## config.mk

```make
export PLATFORM = sky130hd
export DESIGN_NAME = mem_bus_arbiter
export DESIGN_NICKNAME = d
export VERILOG_FILES = /design/src/rtl/mem_bus_arbiter.sv
export SDC_FILE = /design/constraint.sdc
export NUM_CORES = 1
export LEC_CHECK = 0
export ABC_AREA = 1
export ABC_CLOCK_PERIOD_IN_PS = 5100
export BUFFER_PORTS_ARGS = -buffer_cell sky130_fd_sc_hd__buf_2
export CORE_AREA = 2 2 123 125
export CTS_CLUSTER_DIAMETER = 80
export DETAILED_ROUTE_END_ITERATION = 10
export DIE_AREA = 0 0 125 127
export PLACE_DENSITY_LB_ADDON = 0.12
export SYNTH_ARGS = -nofsm -noshare
export SYNTH_HDL_FRONTEND = slang
export SYNTH_SLANG_ARGS = --single-unit
export TNS_END_PERCENT = 1
```

## constraint.sdc

```tcl
create_clock -name clk -period 5.1 [get_ports clk]
set_clock_uncertainty 0.15 [all_clocks]
set_input_delay 0.765 -clock clk [delete_from_list [all_inputs] [get_ports clk]]
set_output_delay 0.765 -clock clk [all_outputs]
set_load 0.01 [all_outputs]
```

## src/rtl/mem_bus_arbiter.sv

```systemverilog
// Two-master round-robin arbiter for a PicoRV32-style native memory bus.
// One registered slave request at a time, one ready pulse back to the owner, and a watchdog for unanswered requests.
module mem_bus_arbiter #(
    parameter int unsigned TIMEOUT_CYCLES = 1024,
    parameter logic [31:0] ERR_RDATA      = 32'hDEAD_BEEF
) (
    input  logic        clk,
    input  logic        resetn,
    input  logic        m0_valid,
    input  logic        m0_instr,
    input  logic [31:0] m0_addr,
    input  logic [31:0] m0_wdata,
    input  logic [3:0]  m0_wstrb,
    output logic        m0_ready,
    output logic [31:0] m0_rdata,
    input  logic        m1_valid,
    input  logic        m1_instr,
    input  logic [31:0] m1_addr,
    input  logic [31:0] m1_wdata,
    input  logic [3:0]  m1_wstrb,
    output logic        m1_ready,
    output logic [31:0] m1_rdata,
    output logic        s_valid,
    output logic        s_instr,
    output logic [31:0] s_addr,
    output logic [31:0] s_wdata,
    output logic [3:0]  s_wstrb,
    input  logic        s_ready,
    input  logic [31:0] s_rdata,
    output logic [1:0]  grant,
    output logic        timeout_err
);

    localparam int CNT_W = (TIMEOUT_CYCLES != 0) ? $clog2(TIMEOUT_CYCLES + 1) : 1;
    localparam logic [CNT_W-1:0] CNT_LAST = (TIMEOUT_CYCLES != 0) ? CNT_W'(TIMEOUT_CYCLES - 1) : '0;
    localparam logic [CNT_W-1:0] CNT_MAX  = '1;

    typedef enum logic [1:0] {
        ST_IDLE,
        ST_BUSY,
        ST_RESP
    } state_t;

    state_t            state_q, state_d;
    logic              last_grant_q, last_grant_d;
    logic [1:0]        grant_q, grant_d;
    logic [CNT_W-1:0]  cnt_q, cnt_d;
    logic              s_valid_q, s_valid_d;
    logic              s_instr_q, s_instr_d;
    logic [31:0]       s_addr_q, s_addr_d;
    logic [31:0]       s_wdata_q, s_wdata_d;
    logic [3:0]        s_wstrb_q, s_wstrb_d;
    logic              m0_ready_q, m0_ready_d;
    logic              m1_ready_q, m1_ready_d;
    logic [31:0]       m0_rdata_q, m0_rdata_d;
    logic [31:0]       m1_rdata_q, m1_rdata_d;
    logic              timeout_err_q, timeout_err_d;
    logic              pick_m0, pick_m1;

    always_ff @(posedge clk or negedge resetn) begin
        if (!resetn) begin
            state_q       <= ST_IDLE;
            last_grant_q  <= 1'b1;
            grant_q       <= '0;
            cnt_q         <= '0;
            s_valid_q     <= 1'b0;
            s_instr_q     <= 1'b0;
            s_addr_q      <= '0;
            s_wdata_q     <= '0;
            s_wstrb_q     <= '0;
            m0_ready_q    <= 1'b0;
            m1_ready_q    <= 1'b0;
            m0_rdata_q    <= '0;
            m1_rdata_q    <= '0;
            timeout_err_q <= 1'b0;
        end else begin
            state_q       <= state_d;
            last_grant_q  <= last_grant_d;
            grant_q       <= grant_d;
            cnt_q         <= cnt_d;
            s_valid_q     <= s_valid_d;
            s_instr_q     <= s_instr_d;
            s_addr_q      <= s_addr_d;
            s_wdata_q     <= s_wdata_d;
            s_wstrb_q     <= s_wstrb_d;
            m0_ready_q    <= m0_ready_d;
            m1_ready_q    <= m1_ready_d;
            m0_rdata_q    <= m0_rdata_d;
            m1_rdata_q    <= m1_rdata_d;
            timeout_err_q <= timeout_err_d;
        end
    end

    // On a tie the master that was not served last wins.
    assign pick_m0 = m0_valid && (!m1_valid || last_grant_q);
    assign pick_m1 = m1_valid && !pick_m0;

    always_comb begin
        state_d       = state_q;
        last_grant_d  = last_grant_q;
        grant_d       = grant_q;
        cnt_d         = cnt_q;
        s_valid_d     = s_valid_q;
        s_instr_d     = s_instr_q;
        s_addr_d      = s_addr_q;
        s_wdata_d     = s_wdata_q;
        s_wstrb_d     = s_wstrb_q;
        m0_ready_d    = 1'b0;
        m1_ready_d    = 1'b0;
        m0_rdata_d    = m0_rdata_q;
        m1_rdata_d    = m1_rdata_q;
        timeout_err_d = 1'b0;

        case (state_q)
            ST_IDLE: begin
                if (pick_m0 || pick_m1) begin
                    s_instr_d    = pick_m1 ? m1_instr : m0_instr;
                    s_addr_d     = pick_m1 ? m1_addr  : m0_addr;
                    s_wdata_d    = pick_m1 ? m1_wdata : m0_wdata;
                    s_wstrb_d    = pick_m1 ? m1_wstrb : m0_wstrb;
                    s_valid_d    = 1'b1;
                    grant_d      = {pick_m1, pick_m0};
                    last_grant_d = pick_m1;
                    cnt_d        = '0;
                    state_d      = ST_BUSY;
                end
            end
            ST_BUSY: begin
                // A slave acknowledge on the watchdog's last cycle still counts as a normal completion.
                if (s_ready) begin
                    if (grant_q[1]) begin
                        m1_rdata_d = s_rdata;
                        m1_ready_d = 1'b1;
                    end else begin
                        m0_rdata_d = s_rdata;
                        m0_ready_d = 1'b1;
                    end
                    s_valid_d = 1'b0;
                    state_d   = ST_RESP;
                end else if (TIMEOUT_CYCLES != 0 && cnt_q == CNT_LAST) begin
                    if (grant_q[1]) begin
                        m1_rdata_d = ERR_RDATA;
                        m1_ready_d = 1'b1;
                    end else begin
                        m0_rdata_d = ERR_RDATA;
                        m0_ready_d = 1'b1;
                    end
                    timeout_err_d = 1'b1;
                    s_valid_d     = 1'b0;
                    state_d       = ST_RESP;
                end else if (cnt_q != CNT_MAX) begin
                    cnt_d = cnt_q + 1'b1;
                end
            end
            ST_RESP: begin
                grant_d = '0;
                state_d = ST_IDLE;
            end
            default: begin
                state_d = ST_IDLE;
            end
        endcase
    end

    assign s_valid     = s_valid_q;
    assign s_instr     = s_instr_q;
    assign s_addr      = s_addr_q;
    assign s_wdata     = s_wdata_q;
    assign s_wstrb     = s_wstrb_q;
    assign grant       = grant_q;
    assign m0_ready    = m0_ready_q;
    assign m1_ready    = m1_ready_q;
    assign m0_rdata    = m0_rdata_q;
    assign m1_rdata    = m1_rdata_q;
    assign timeout_err = timeout_err_q;

endmodule

```

==> metrics.txt <==
Post-DRT Antenna Nets 0; multiplexer area fraction after synthesis between 10% and 20%; initial antenna violation count 0; TritonRoute pass-1 iters 4; Post-DP HPWL between 10,000 and 15,000 µm; Mean Syn Cell Area 9.92 µm²; Rows 44; Die ar. 15,900 µm²; critical path arrival approximately 2.8 ns; adder-cell area share of the yosys netlist 0.184%; initial core utilization a little under half; CP max stage cell nand2_2; Gate Count Post-Synth around 690; Yosys top cell area share around 56%; 1st-iter DRT viols 304; Worst Hold Class input port to async pin; DRC 0; Crit path required time 5.26 ns; DR vias/cell roughly 4.9; number of synthesized register bits 153; proportion of layout cells with a drive suffix above 1 about two fifths; ant diodes 0; fin crit share roughly 50%; main combinational cell family by area after synthesis simple AND/OR/NAND/NOR gates; dpl ws 2.24 ns; Max VDD drop around 0.25 mV; CTS Hold Bufs 0; routed vias ~5,700; Post-Syn Nets about 860; Core Area roughly 14,000 µm²; Syn Std Cell Area 6820 µm²; Area contributors post-synth dfrtp_1, nand2_1, mux2i_1, o21ai_2, o21ai_0; Detailed Route WL 18,200 µm; smallest setup slack after layout ~2.5 ns; vias in the first global route about 5,700; CP most frequent cell nand2_2; Die Wd 125 µm; Max Fanout on Critical Path 45; buffer depth of the longest clock path 2; CTS Root Cell clkbuf_16; clk slew on worst S/H paths 0.06 ns; Post-Synth Simple-Gate Area roughly 15%; clk_lat worst skew between 0.4 and 0.5 ns; CP Class flip-flop to flip-flop; nets about 1,200; total track usage 23.4%; CP Launch Type flip-flop; Pleak roughly 4.9 nW; max-slew violations 0; Boundary Pins roughly 310; RSZ-0062 raised after global routing no; first-pass GRT wire length 29,400 µm; drt wl/cell 15.4 µm; f_max slightly below 400 MHz; Synth area leader dfrtp_1; area growth from synthesis to layout 32.5%; Netlist cell types 28; crit-path max cell delay about 0.55 ns; port bufs 313; worst hold slack around 0.14 ns; CP cell instances ha_1 > nand2_2 > nor2_4 > nand4_2 > nand2_4 > nand2_2 > buf_4 > nand2_1 > o21ai_2; run status finished, final reports clean; number of setup buffers added after CTS 0; Syn. warnings 0; Setup crit end kind flip-flop; total CTS buffers 17; CTS tree yes; GR Overflow Total 0; fin crit period 2.59 ns; fin util between 60% and 70%; Final Setup Violations 0; Final Hold Fails 0; Max-cap violations 0; Least-Margin Pin Slew between 1 and 1.5 ns; Pwr per Cell Area 593 nW/µm²; sequential share of the synthesized area 56.2%; # H-tree levels 4; setup TNS 0 ns; largest net degree at the start of global routing approximately 110; PostCTS Resize Cnt 0; Die Span Y around 130 µm; Routability Congestion between 0.8 and 0.9; xor/xnor share of the synthesized area 0.385%; Sink Count 153; Slew headroom 31.0%; Synth Area in Compound Gates between 10% and 20%
==> per-layer routing <==
metal	track usage (%)	vias to the layer above	wire (µm)
met1	30.6	2611	7750
met2	39.1	228	8920
li1	-	2863	-
met3	4.56	29	1120
met5	0	-	0
met4	8.82	0	444
==> state kept, by name (all words and copies together) (netlist names), 2 cells and up <==
register / cells
cnt_q: 11
m1_rdata: 32
m0_rdata: 32
s_addr: 32
grant: 2
s_wdata: 32
state_q: 2
s_wstrb: 4
==> power breakdown <==
group | switching (mW) | internal [mW]
Sequential | 0.283 | 1.76
Clock | 0.489 | 0.798
Combinational | 1.23 | 0.795
Total | 2.01 | 3.35
==> cell usage in the layout (no fill, tap or decap), types with 3 or more instances in the layout <==
master,count
buf_4,5
nand3_1,9
clkbuf_16,17
o21ai_1,16
xnor2_1,3
dfrtp_1,152
bufinv_16,3
nand2_1,197
buf_2,312
nor2_1,42
nand2_2,4
inv_1,17
o21ai_2,46
mux2i_1,69
clkbuf_1,3
o21ai_0,74
==> area by class of cell <==
type | count | area [µm²]
clock inverter | 10 | 141
multi-input combinational | 474 | 2670
timing repair buffer | 319 | 1630
clock buffer | 22 | 464
inverter | 19 | 71.3
sequential | 153 | 3830
fill | 1316 | 5390
tap | 184 | 230
==> cell usage after synthesis, drive strengths merged <==
cell type and number:
xnor2 3, buf 29, o21ai 136, dfrtp 152
nor2 45, nand2 203, a21oi 3, dfstp 1
nor4 1, nand3 9, mux2i 69, o22ai 1
ha 1, o32ai 1, inv 18, clkinv 1
nand4 2, clkbuf 12
==> path summary, 6_finish.rpt <==
path                              start      endpoint  slack (ns)  depth (start not counted)
min in group clk           m0_rdata[21]  m0_rdata[21]        0.32                          2
min reg2reg                m0_rdata[21]  m0_rdata[21]        0.32                          2
max reg2reg                    cnt_q[0]  m1_rdata[20]        2.51                          9
max in group asynchronous        resetn    s_wdata[1]        3.62                          2
max                            cnt_q[0]  m1_rdata[20]        2.51                          9
min                              resetn   m1_rdata[5]        0.14                          1
==> cells by family after synthesis <==
group                      count (synthesis)
buffers and inverters                     60
muxes                                     69
and+or+nand+nor                          260
DFF                                      153
adders and majority gates                  1
xor gates and xnor gates                   3
AOI/OAI and AO/OA                        141
==> critical path: cells and delay by family (launching register included) <==
kind,cells,cell delay [ns]
AO/OA/AOI/OAI,1,0.05
buffers and inverters,1,0.47
flip-flops,1,0.39
AND/OR/NAND/NOR,6,1.17
adder cells (fa/ha/maj),1,0.23
==> through the flow <==
step	instances	cell area [µm²]	total power [mW]
after floorplan	687	6820	3.25
after global placement	1149	8430	4.06
after detailed placement	1149	8430	4.11
after CTS	1181	9030	5.42
after global routing	1181	9030	5.74
final	1181	9030	5.36
(Power assumes the default switching activity.)
